### config.mk
export PLATFORM = sky130hd
export DESIGN_NAME = bcd_serial_add_ctrl_flat
export DESIGN_NICKNAME = d
export VERILOG_FILES = /design/src/rtl/bcd_serial_add_ctrl_pkg.sv /design/src/rtl/bcd_serial_add_ctrl_if.sv /design/src/rtl/bcd_serial_add_ctrl_digit_add.sv /design/src/rtl/bcd_serial_add_ctrl.sv /design/src/flat_wrapper.sv
export SDC_FILE = /design/constraint.sdc
export NUM_CORES = 1
export LEC_CHECK = 0
export BUFFER_PORTS_ARGS = -buffer_cell sky130_fd_sc_hd__buf_2
export CAP_MARGIN = 20
export CORE_AREA = 2 2 70 89
export DETAILED_ROUTE_END_ITERATION = 8
export DIE_AREA = 0 0 72 91
export PLACE_DENSITY = 0.75
export SKIP_LAST_GASP = 1
export SLEW_MARGIN = 0
export SYNTH_ARGS = -nofsm -noshare
export SYNTH_HDL_FRONTEND = slang
export SYNTH_SLANG_ARGS = --single-unit
### constraint.sdc
create_clock -name i_clk -period 3 [get_ports i_clk]
set_input_delay 0.15 -clock i_clk [delete_from_list [all_inputs] [get_ports i_clk]]
set_output_delay 0.15 -clock i_clk [all_outputs]
set_load 0.1 [all_outputs]
### src/rtl/bcd_serial_add_ctrl_pkg.sv
// ---------------------------------------------------------------------------
// bcd_pkg
// Shared definitions for the serial BCD adder controller.
//   - state_t  : controller FSM states
//   - DIGIT_W  : bits per BCD digit
//   - BCD_MAX  : largest legal BCD digit value
//   - BCD_ADJ  : decimal adjust applied when a digit sum exceeds BCD_MAX
//   - digit_bad()  : flags a nibble that is not a legal BCD digit
//   - nines_comp() : nine's complement of one BCD digit (used for subtract)
// Optional feature macro used elsewhere in this block: BCD_SUB_EN.
// ---------------------------------------------------------------------------
package bcd_pkg;

    localparam int         DIGIT_W = 4;
    localparam logic [3:0] BCD_MAX = 4'd9;
    localparam logic [3:0] BCD_ADJ = 4'd6;

    typedef enum logic [1:0] {
        ST_IDLE  = 2'd0,
        ST_CHECK = 2'd1,
        ST_ADD   = 2'd2,
        ST_DONE  = 2'd3
    } state_t;

    function automatic logic digit_bad(input logic [3:0] d);
        return (d > BCD_MAX);
    endfunction

    function automatic logic [3:0] nines_comp(input logic [3:0] d);
        return (BCD_MAX - d);
    endfunction

endpackage

### src/rtl/bcd_serial_add_ctrl_if.sv
// ---------------------------------------------------------------------------
// bcd_serial_add_ctrl_if
// Request/result bundle of the serial BCD adder.
//   i_start        : request an operation (looked at only while idle)
//   i_x, i_y       : packed BCD operands, digit 0 in bits [3:0]
//   i_cin          : carry into digit 0
//   i_op           : 0 = add, 1 = subtract (only with BCD_SUB_EN defined)
//   o_busy         : controller is not idle
//   o_done         : one-cycle completion pulse
//   o_s            : packed BCD result
//   o_cout         : carry out of the top digit (subtract: 1 = no borrow)
//   o_err          : an operand held a digit greater than 9
// Modports: master drives the request, slave is the adder controller.
// ---------------------------------------------------------------------------
interface bcd_serial_add_ctrl_if #(parameter int DIGITS = 4);
    import bcd_pkg::*;

    logic                       i_start;
    logic [DIGIT_W*DIGITS-1:0]  i_x;
    logic [DIGIT_W*DIGITS-1:0]  i_y;
    logic                       i_cin;
`ifdef BCD_SUB_EN
    logic                       i_op;
`endif
    logic                       o_busy;
    logic                       o_done;
    logic [DIGIT_W*DIGITS-1:0]  o_s;
    logic                       o_cout;
    logic                       o_err;

    modport master (
`ifdef BCD_SUB_EN
        output i_op,
`endif
        output i_start, i_x, i_y, i_cin,
        input  o_busy, o_done, o_s, o_cout, o_err
    );

    modport slave (
`ifdef BCD_SUB_EN
        input  i_op,
`endif
        input  i_start, i_x, i_y, i_cin,
        output o_busy, o_done, o_s, o_cout, o_err
    );

endinterface

### src/rtl/bcd_serial_add_ctrl_digit_add.sv
// ---------------------------------------------------------------------------
// bcd_digit_add
// Combinational single-digit BCD adder: s/co = a + b + ci, decimal adjusted.
//   i_a, i_b : BCD digits (0..9)
//   i_ci     : carry in
//   o_s      : BCD sum digit
//   o_co     : decimal carry out
// ---------------------------------------------------------------------------
module bcd_digit_add
    import bcd_pkg::*;
(
    input  logic [3:0] i_a,
    input  logic [3:0] i_b,
    input  logic       i_ci,
    output logic [3:0] o_s,
    output logic       o_co
);

    logic [4:0] w_sum;

    // Binary sum, then +6 adjust when the result leaves the decimal range;
    // the adjust wraps the low nibble back into 0..9 (max input sum is 19).
    always_comb begin
        w_sum = {1'b0, i_a} + {1'b0, i_b} + {4'b0000, i_ci};
        if (w_sum > {1'b0, BCD_MAX}) begin
            o_s  = w_sum[3:0] + BCD_ADJ;
            o_co = 1'b1;
        end else begin
            o_s  = w_sum[3:0];
            o_co = 1'b0;
        end
    end

endmodule

### src/rtl/bcd_serial_add_ctrl.sv
// ---------------------------------------------------------------------------
// bcd_serial_add_ctrl
// Digit-serial BCD adder controller. One digit pair is processed per cycle
// through a single shared bcd_digit_add instance.
// Flow: IDLE -(start)-> CHECK -> ADD x DIGITS -> DONE -> IDLE
//       CHECK jumps straight to DONE with o_err=1 on an illegal digit.
// Ports:
//   i_clk : clock, rising edge
//   i_rst : synchronous active-high reset
//   bus   : bcd_serial_add_ctrl_if.slave (request and result signals)
// Parameter DIGITS : BCD digits per operand (1..8).
// Macro BCD_SUB_EN : adds i_op; op=1 computes X - Y via nine's complement.
// ---------------------------------------------------------------------------
module bcd_serial_add_ctrl
    import bcd_pkg::*;
#(
    parameter int DIGITS = 4
) (
    input  logic                    i_clk,
    input  logic                    i_rst,
    bcd_serial_add_ctrl_if.slave    bus
);

    localparam int W     = DIGIT_W * DIGITS;
    localparam int IDX_W = (DIGITS > 1) ? $clog2(DIGITS) : 1;

    state_t             r_state;
    state_t             w_state_nxt;
    logic [W-1:0]       r_x;
    logic [W-1:0]       r_y;
    logic [W-1:0]       r_s;
    logic               r_cin;
    logic               r_carry;
    logic               r_cout;
    logic               r_err;
    logic [IDX_W-1:0]   r_idx;
`ifdef BCD_SUB_EN
    logic               r_op;
`endif
    logic               w_bad;
    logic               w_last;
    logic               w_carry_init;
    logic [3:0]         w_a;
    logic [3:0]         w_b;
    logic [3:0]         w_sum;
    logic               w_co;

    // Validity scan of the latched operands (original Y, before complement).
    always_comb begin
        w_bad = 1'b0;
        for (int i = 0; i < DIGITS; i++) begin
            if (digit_bad(r_x[i*DIGIT_W +: DIGIT_W]) || digit_bad(r_y[i*DIGIT_W +: DIGIT_W])) begin
                w_bad = 1'b1;
            end else begin
                w_bad = w_bad;
            end
        end
    end

    // Digit operand selection and first-digit carry.
    always_comb begin
        w_a    = r_x[r_idx*DIGIT_W +: DIGIT_W];
        w_last = (r_idx == IDX_W'(DIGITS - 1));
`ifdef BCD_SUB_EN
        if (r_op) begin
            w_b          = nines_comp(r_y[r_idx*DIGIT_W +: DIGIT_W]);
            w_carry_init = 1'b1;
        end else begin
            w_b          = r_y[r_idx*DIGIT_W +: DIGIT_W];
            w_carry_init = r_cin;
        end
`else
        w_b          = r_y[r_idx*DIGIT_W +: DIGIT_W];
        w_carry_init = r_cin;
`endif
    end

    bcd_digit_add u_digit_add (
        .i_a  (w_a),
        .i_b  (w_b),
        .i_ci (r_carry),
        .o_s  (w_sum),
        .o_co (w_co)
    );

    // FSM state register.
    always_ff @(posedge i_clk) begin
        if (i_rst) begin
            r_state <= ST_IDLE;
        end else begin
            r_state <= w_state_nxt;
        end
    end

    // FSM next-state logic.
    always_comb begin
        w_state_nxt = r_state;
        case (r_state)
            ST_IDLE: begin
                if (bus.i_start) w_state_nxt = ST_CHECK;
                else             w_state_nxt = ST_IDLE;
            end
            ST_CHECK: begin
                if (w_bad) w_state_nxt = ST_DONE;
                else       w_state_nxt = ST_ADD;
            end
            ST_ADD: begin
                if (w_last) w_state_nxt = ST_DONE;
                else        w_state_nxt = ST_ADD;
            end
            ST_DONE: w_state_nxt = ST_IDLE;
            default: w_state_nxt = ST_IDLE;
        endcase
    end

    // Operand capture, digit-serial accumulation and result registers.
    always_ff @(posedge i_clk) begin
        if (i_rst) begin
            r_x     <= '0;
            r_y     <= '0;
            r_cin   <= 1'b0;
`ifdef BCD_SUB_EN
            r_op    <= 1'b0;
`endif
            r_s     <= '0;
            r_cout  <= 1'b0;
            r_err   <= 1'b0;
            r_idx   <= '0;
            r_carry <= 1'b0;
        end else begin
            case (r_state)
                ST_IDLE: begin
                    if (bus.i_start) begin
                        r_x     <= bus.i_x;
                        r_y     <= bus.i_y;
                        r_cin   <= bus.i_cin;
`ifdef BCD_SUB_EN
                        r_op    <= bus.i_op;
`endif
                        r_s     <= '0;
                        r_cout  <= 1'b0;
                        r_err   <= 1'b0;
                        r_idx   <= '0;
                        r_carry <= 1'b0;
                    end
                end
                ST_CHECK: begin
                    if (w_bad) begin
                        r_err  <= 1'b1;
                        r_s    <= '0;
                        r_cout <= 1'b0;
                    end else begin
                        r_idx   <= '0;
                        r_carry <= w_carry_init;
                    end
                end
                ST_ADD: begin
                    r_s[r_idx*DIGIT_W +: DIGIT_W] <= w_sum;
                    r_carry <= w_co;
                    if (w_last) begin
                        r_cout <= w_co;
                        r_idx  <= '0;
                    end else begin
                        r_idx  <= r_idx + IDX_W'(1);
                    end
                end
                default: begin
                    r_idx <= r_idx;
                end
            endcase
        end
    end

    assign bus.o_busy = (r_state != ST_IDLE);
    assign bus.o_done = (r_state == ST_DONE);
    assign bus.o_s    = r_s;
    assign bus.o_cout = r_cout;
    assign bus.o_err  = r_err;

endmodule

### src/flat_wrapper.sv
// flat-port wrapper written by rule: the top's interface ports become plain ports
module bcd_serial_add_ctrl_flat import bcd_pkg::*;
#(
    parameter int DIGITS = 4
)
  (i_clk, i_rst, bus_i_start, bus_i_x, bus_i_y, bus_i_cin, bus_o_busy, bus_o_done, bus_o_s, bus_o_cout, bus_o_err);
  bcd_serial_add_ctrl_if #(.DIGITS(DIGITS)) bus_i ();
  input  logic i_clk;
  input  logic i_rst;
  input wire logic [$bits(bus_i.i_start)-1:0] bus_i_start;
  input wire logic [$bits(bus_i.i_x)-1:0] bus_i_x;
  input wire logic [$bits(bus_i.i_y)-1:0] bus_i_y;
  input wire logic [$bits(bus_i.i_cin)-1:0] bus_i_cin;
  output wire logic [$bits(bus_i.o_busy)-1:0] bus_o_busy;
  output wire logic [$bits(bus_i.o_done)-1:0] bus_o_done;
  output wire logic [$bits(bus_i.o_s)-1:0] bus_o_s;
  output wire logic [$bits(bus_i.o_cout)-1:0] bus_o_cout;
  output wire logic [$bits(bus_i.o_err)-1:0] bus_o_err;
  assign bus_i.i_start = bus_i_start;
  assign bus_i.i_x = bus_i_x;
  assign bus_i.i_y = bus_i_y;
  assign bus_i.i_cin = bus_i_cin;
  assign bus_o_busy = bus_i.o_busy;
  assign bus_o_done = bus_i.o_done;
  assign bus_o_s = bus_i.o_s;
  assign bus_o_cout = bus_i.o_cout;
  assign bus_o_err = bus_i.o_err;
  bcd_serial_add_ctrl #(.DIGITS(DIGITS)) u_core (.i_clk(i_clk), .i_rst(i_rst), .bus(bus_i));
endmodule
==> qor.csv <==
stage;metric;value;unit
place;io_buffer_count;55;
global_routing;antenna_found_initial;0;
sta;finalSetupViolations;0;
logic_synthesis;synthFlopType;dfxtp_1;
logic_synthesis;ys_async_sr_fraction;0;
logic_synthesis;ys_seq_area_frac;0.413;
logic_synthesis;synth_area_leaders;dfxtp_1 (41%), nand2_1 (9.7%), a21oi_1 (8.3%);
pwr;peakVddDrop;327;uV
pwr;swShare;0.308;
sta;drv_slew;0;
global_routing;overflow;0;
logic_synthesis;syn_avg_cell_area;8.76;um^2
setup_path;regToRegSetupSlack;90;ps
setup_path;critPathMaxFanout;4;
sta;worstMarginPinSlew;649;ps
detailed_routing;wl_per_cell;13.9;um
clock_network;cts_tree;yes;
floorplanning;fp.dieH;91;um
run_status;run_status;finished clean;
sta;finalCritPeriodShare;0.969;
sta;tns;0;ps
layout;nets;420;
clock_network;clock_latency;310;ps
pwr;p_leak;1.35;nW
clock_network;ctsHoldBuffers;0;
global_routing;grt_pass1_wl;10.1;mm
sta;rsz0062_at_grt;yes;
logic_synthesis;yosys_warnings;0;
pwr;total_power;1.56;mW
pwr;p_clk_frac;0.271;
layout;drive_above_1_share;0.278;
setup_path;cp-start-kind;flop;
detailed_routing;drtPass1Iterations;4;
pwr;p_seq_frac;0.516;
place;place_congestion;0.824;
logic_synthesis;synth_edf_count;0;
layout;stdcell_area;3250;um^2
sta;hold_viol_final;0;
pwr;p_sw;0.481;mW
pwr;p_int;1.08;mW
floorplanning;rows;31;
detailed_routing;drt_wl_total;6.07;mm
logic_synthesis;syn-cell-area;2720;um^2
sta;relSlewSlack;0.564;
global_routing;grt_pass1_vias;2320;
pwr;p_per_area;481;nW/um^2
clock_network;clock_path_buffers;2;
floorplanning;start_util;0.476;
detailed_routing;drt_iter0_drc;125;
clock_network;root_buffer;clkbuf_8;
setup_path;critPathArrivalTime;3160;ps
detailed_routing;route.detailed.drc;0;
logic_synthesis;yosysTopAreaCell;dfxtp_1;
place;dpl.hpwl;4.61;mm
clock_network;clkSinkCount;56;
logic_synthesis;syn_inst;310;
logic_synthesis;synth_top_area_share;0.413;
floorplanning;die-area;6550;um^2
clock_network;clk_pin_slew;110;ps
clock_network;h-tree-depth;2;
floorplanning;dieWidth;72;um
sta;finalClockSkew;7.91;ps
global_routing;grt_max_degree;36;
logic_synthesis;ys_ff_latch;56;
detailed_routing;vias;2396;
setup_path;critPathKind;reg2reg;
layout;diodes;0;
setup_path;required;3260;ps
worst_hold_path;hp-class;in2reg;
place;dpl_cell_area;3090;um^2
detailed_routing;via_per_inst;5.50;
layout;area_growth;19.6;%
detailed_routing;ant_nets;0;
sta;fin_ws;92.0;ps
sta;fmax;0.344;GHz
setup_path;critPathCaptureType;flop;
floorplanning;core;5700;um^2
logic_synthesis;synth_cell_types;44;
logic_synthesis;syn-num-nets;361;
place;pre_cts_slack;-153;ps
global_routing;grt_usage;0.189;
clock_network;cts_inserted_buffers;5;
pwr;power_frac_comb;0.213;
sta;period_needed;2910;ps
flow_run;cap_violations;0;
floorplanning;io-pin-count;56;
-- layer usage --
layer,part of all wire,GRT usage,vias up
li1,-,-,1199
met1,0.43,0.229,1112
met2,0.50,0.334,77
met3,0.047,0.0233,8
met4,0.020,0.0739,0
met5,0,0,-
-- cells by family after synthesis --
family          synth area share
flops                      0.413
mux                       0.0770
xor+xnor                 0.00323
compound gates             0.206
simple gates               0.187
buf+inv                   0.0396
fa+ha+maj                 0.0747
-- registers in the layout (all words and copies together), names as in the netlist --
| register | cells |
|---|---|
| u_core.bus.o_cout | 1 |
| u_core.r_state | 2 |
| u_core.r_idx | 2 |
| u_core.r_cin | 1 |
| u_core.r_carry | 1 |
| u_core.r_y | 16 |
| u_core.bus.o_s | 16 |
| u_core.bus.o_err | 1 |
| u_core.r_x | 16 |
-- worst paths after layout --
check / from / endpoint / cells past startpoint
max: u_core.r_idx[0] / u_core.bus.o_s[6] / 8
max reg2reg: u_core.r_idx[0] / u_core.bus.o_s[6] / 8
min: bus_i_y[1] / u_core.r_y[1] / 3
min reg2reg: u_core.r_x[12] / u_core.r_x[12] / 2
-- synthesized netlist by cell type (2+ instances only) --
cell	number
nand2_1	70
dfxtp_1	56
a21oi_1	45
nor2_1	18
clkbuf_1	13
ha_1	13
inv_1	13
a22oi_1	8
a22o_1	7
mux4_2	7
o21ai_1	5
nand3_1	4
nor3_1	4
o21ai_2	4
a21o_1	3
and2_1	3
nor2b_1	3
a211oi_1	2
buf_2	2
fa_1	2
nand3b_1	2
nand4_2	2
o21ai_0	2
or3_1	2
-- placed cells by master (no fill, tap or decap), types with 2 or more instances in the layout --
master | Yosys | layout
nand2_1 | 70 | 70
buf_2 | 2 | 55
dfxtp_1 | 56 | 55
a21oi_1 | 45 | 43
nor2_1 | 18 | 17
inv_1 | 13 | 13
ha_1 | 13 | 13
buf_4 | 0 | 12
a22oi_1 | 8 | 8
mux4_2 | 7 | 7
a22o_1 | 7 | 7
o21ai_1 | 5 | 5
clkbuf_8 | 0 | 5
o21ai_2 | 4 | 4
nand3_1 | 4 | 4
nor3_1 | 4 | 4
nor2b_1 | 3 | 3
and2_1 | 3 | 3
a21o_1 | 3 | 3
nand4_2 | 2 | 2
a21oi_2 | 0 | 2
a211oi_1 | 2 | 2
o21ai_0 | 2 | 2
nand3b_1 | 2 | 2
fa_2 | 0 | 2
inv_6 | 0 | 2
-- power by group through the flow --
stage | clock network [mW] | logic (mW) | registers [mW]
4_1_cts | 0.432 | 0.318 | 0.807
5_1_grt | 0.468 | 0.364 | 0.811
2_1_floorplan | 0 | 0.222 | 0.819
3_3_place_gp | 0 | 0.301 | 0.823
6_report | 0.423 | 0.332 | 0.806
3_5_place_dp | 0 | 0.310 | 0.823
-- through the flow --
step / hold slack (ps) / utilization / std cells
3_3_place_gp: 391 / 0.542 / 426
3_5_place_dp: 397 / 0.542 / 426
6_report: 65.2 / 0.570 / 436
4_1_cts: 58.3 / 0.563 / 434
5_1_grt: 48.8 / 0.570 / 436
2_1_floorplan: 286 / - / 310
-- worst max-delay path, cell delays in order (launching register included) --
cell     delay [ps]
dfxtp_4         390
mux4_2          520
fa_2            390
fa_2            550
inv_1            70
or3_4           400
a32oi_4         280
buf_4           150
a22o_1          110
-- cell type report --
type,count,area (um^2)
repair buffers,67,365
clock buffers,5,68.8
clock inverters,3,25.0
flip-flops and latches,56,1120
multi-input cells,226,1530
inverters,13,48.8
well taps,66,82.6
fillers,531,2450
-- repair_timing --
action	in CTS	in global routing
gates resized for setup	5	5
endpoints found under the setup margin	14	9
pin swaps	1	4
hold endpoints to repair	0	0
buffers inserted	0	2
Power figures use the tool's default switching activity.
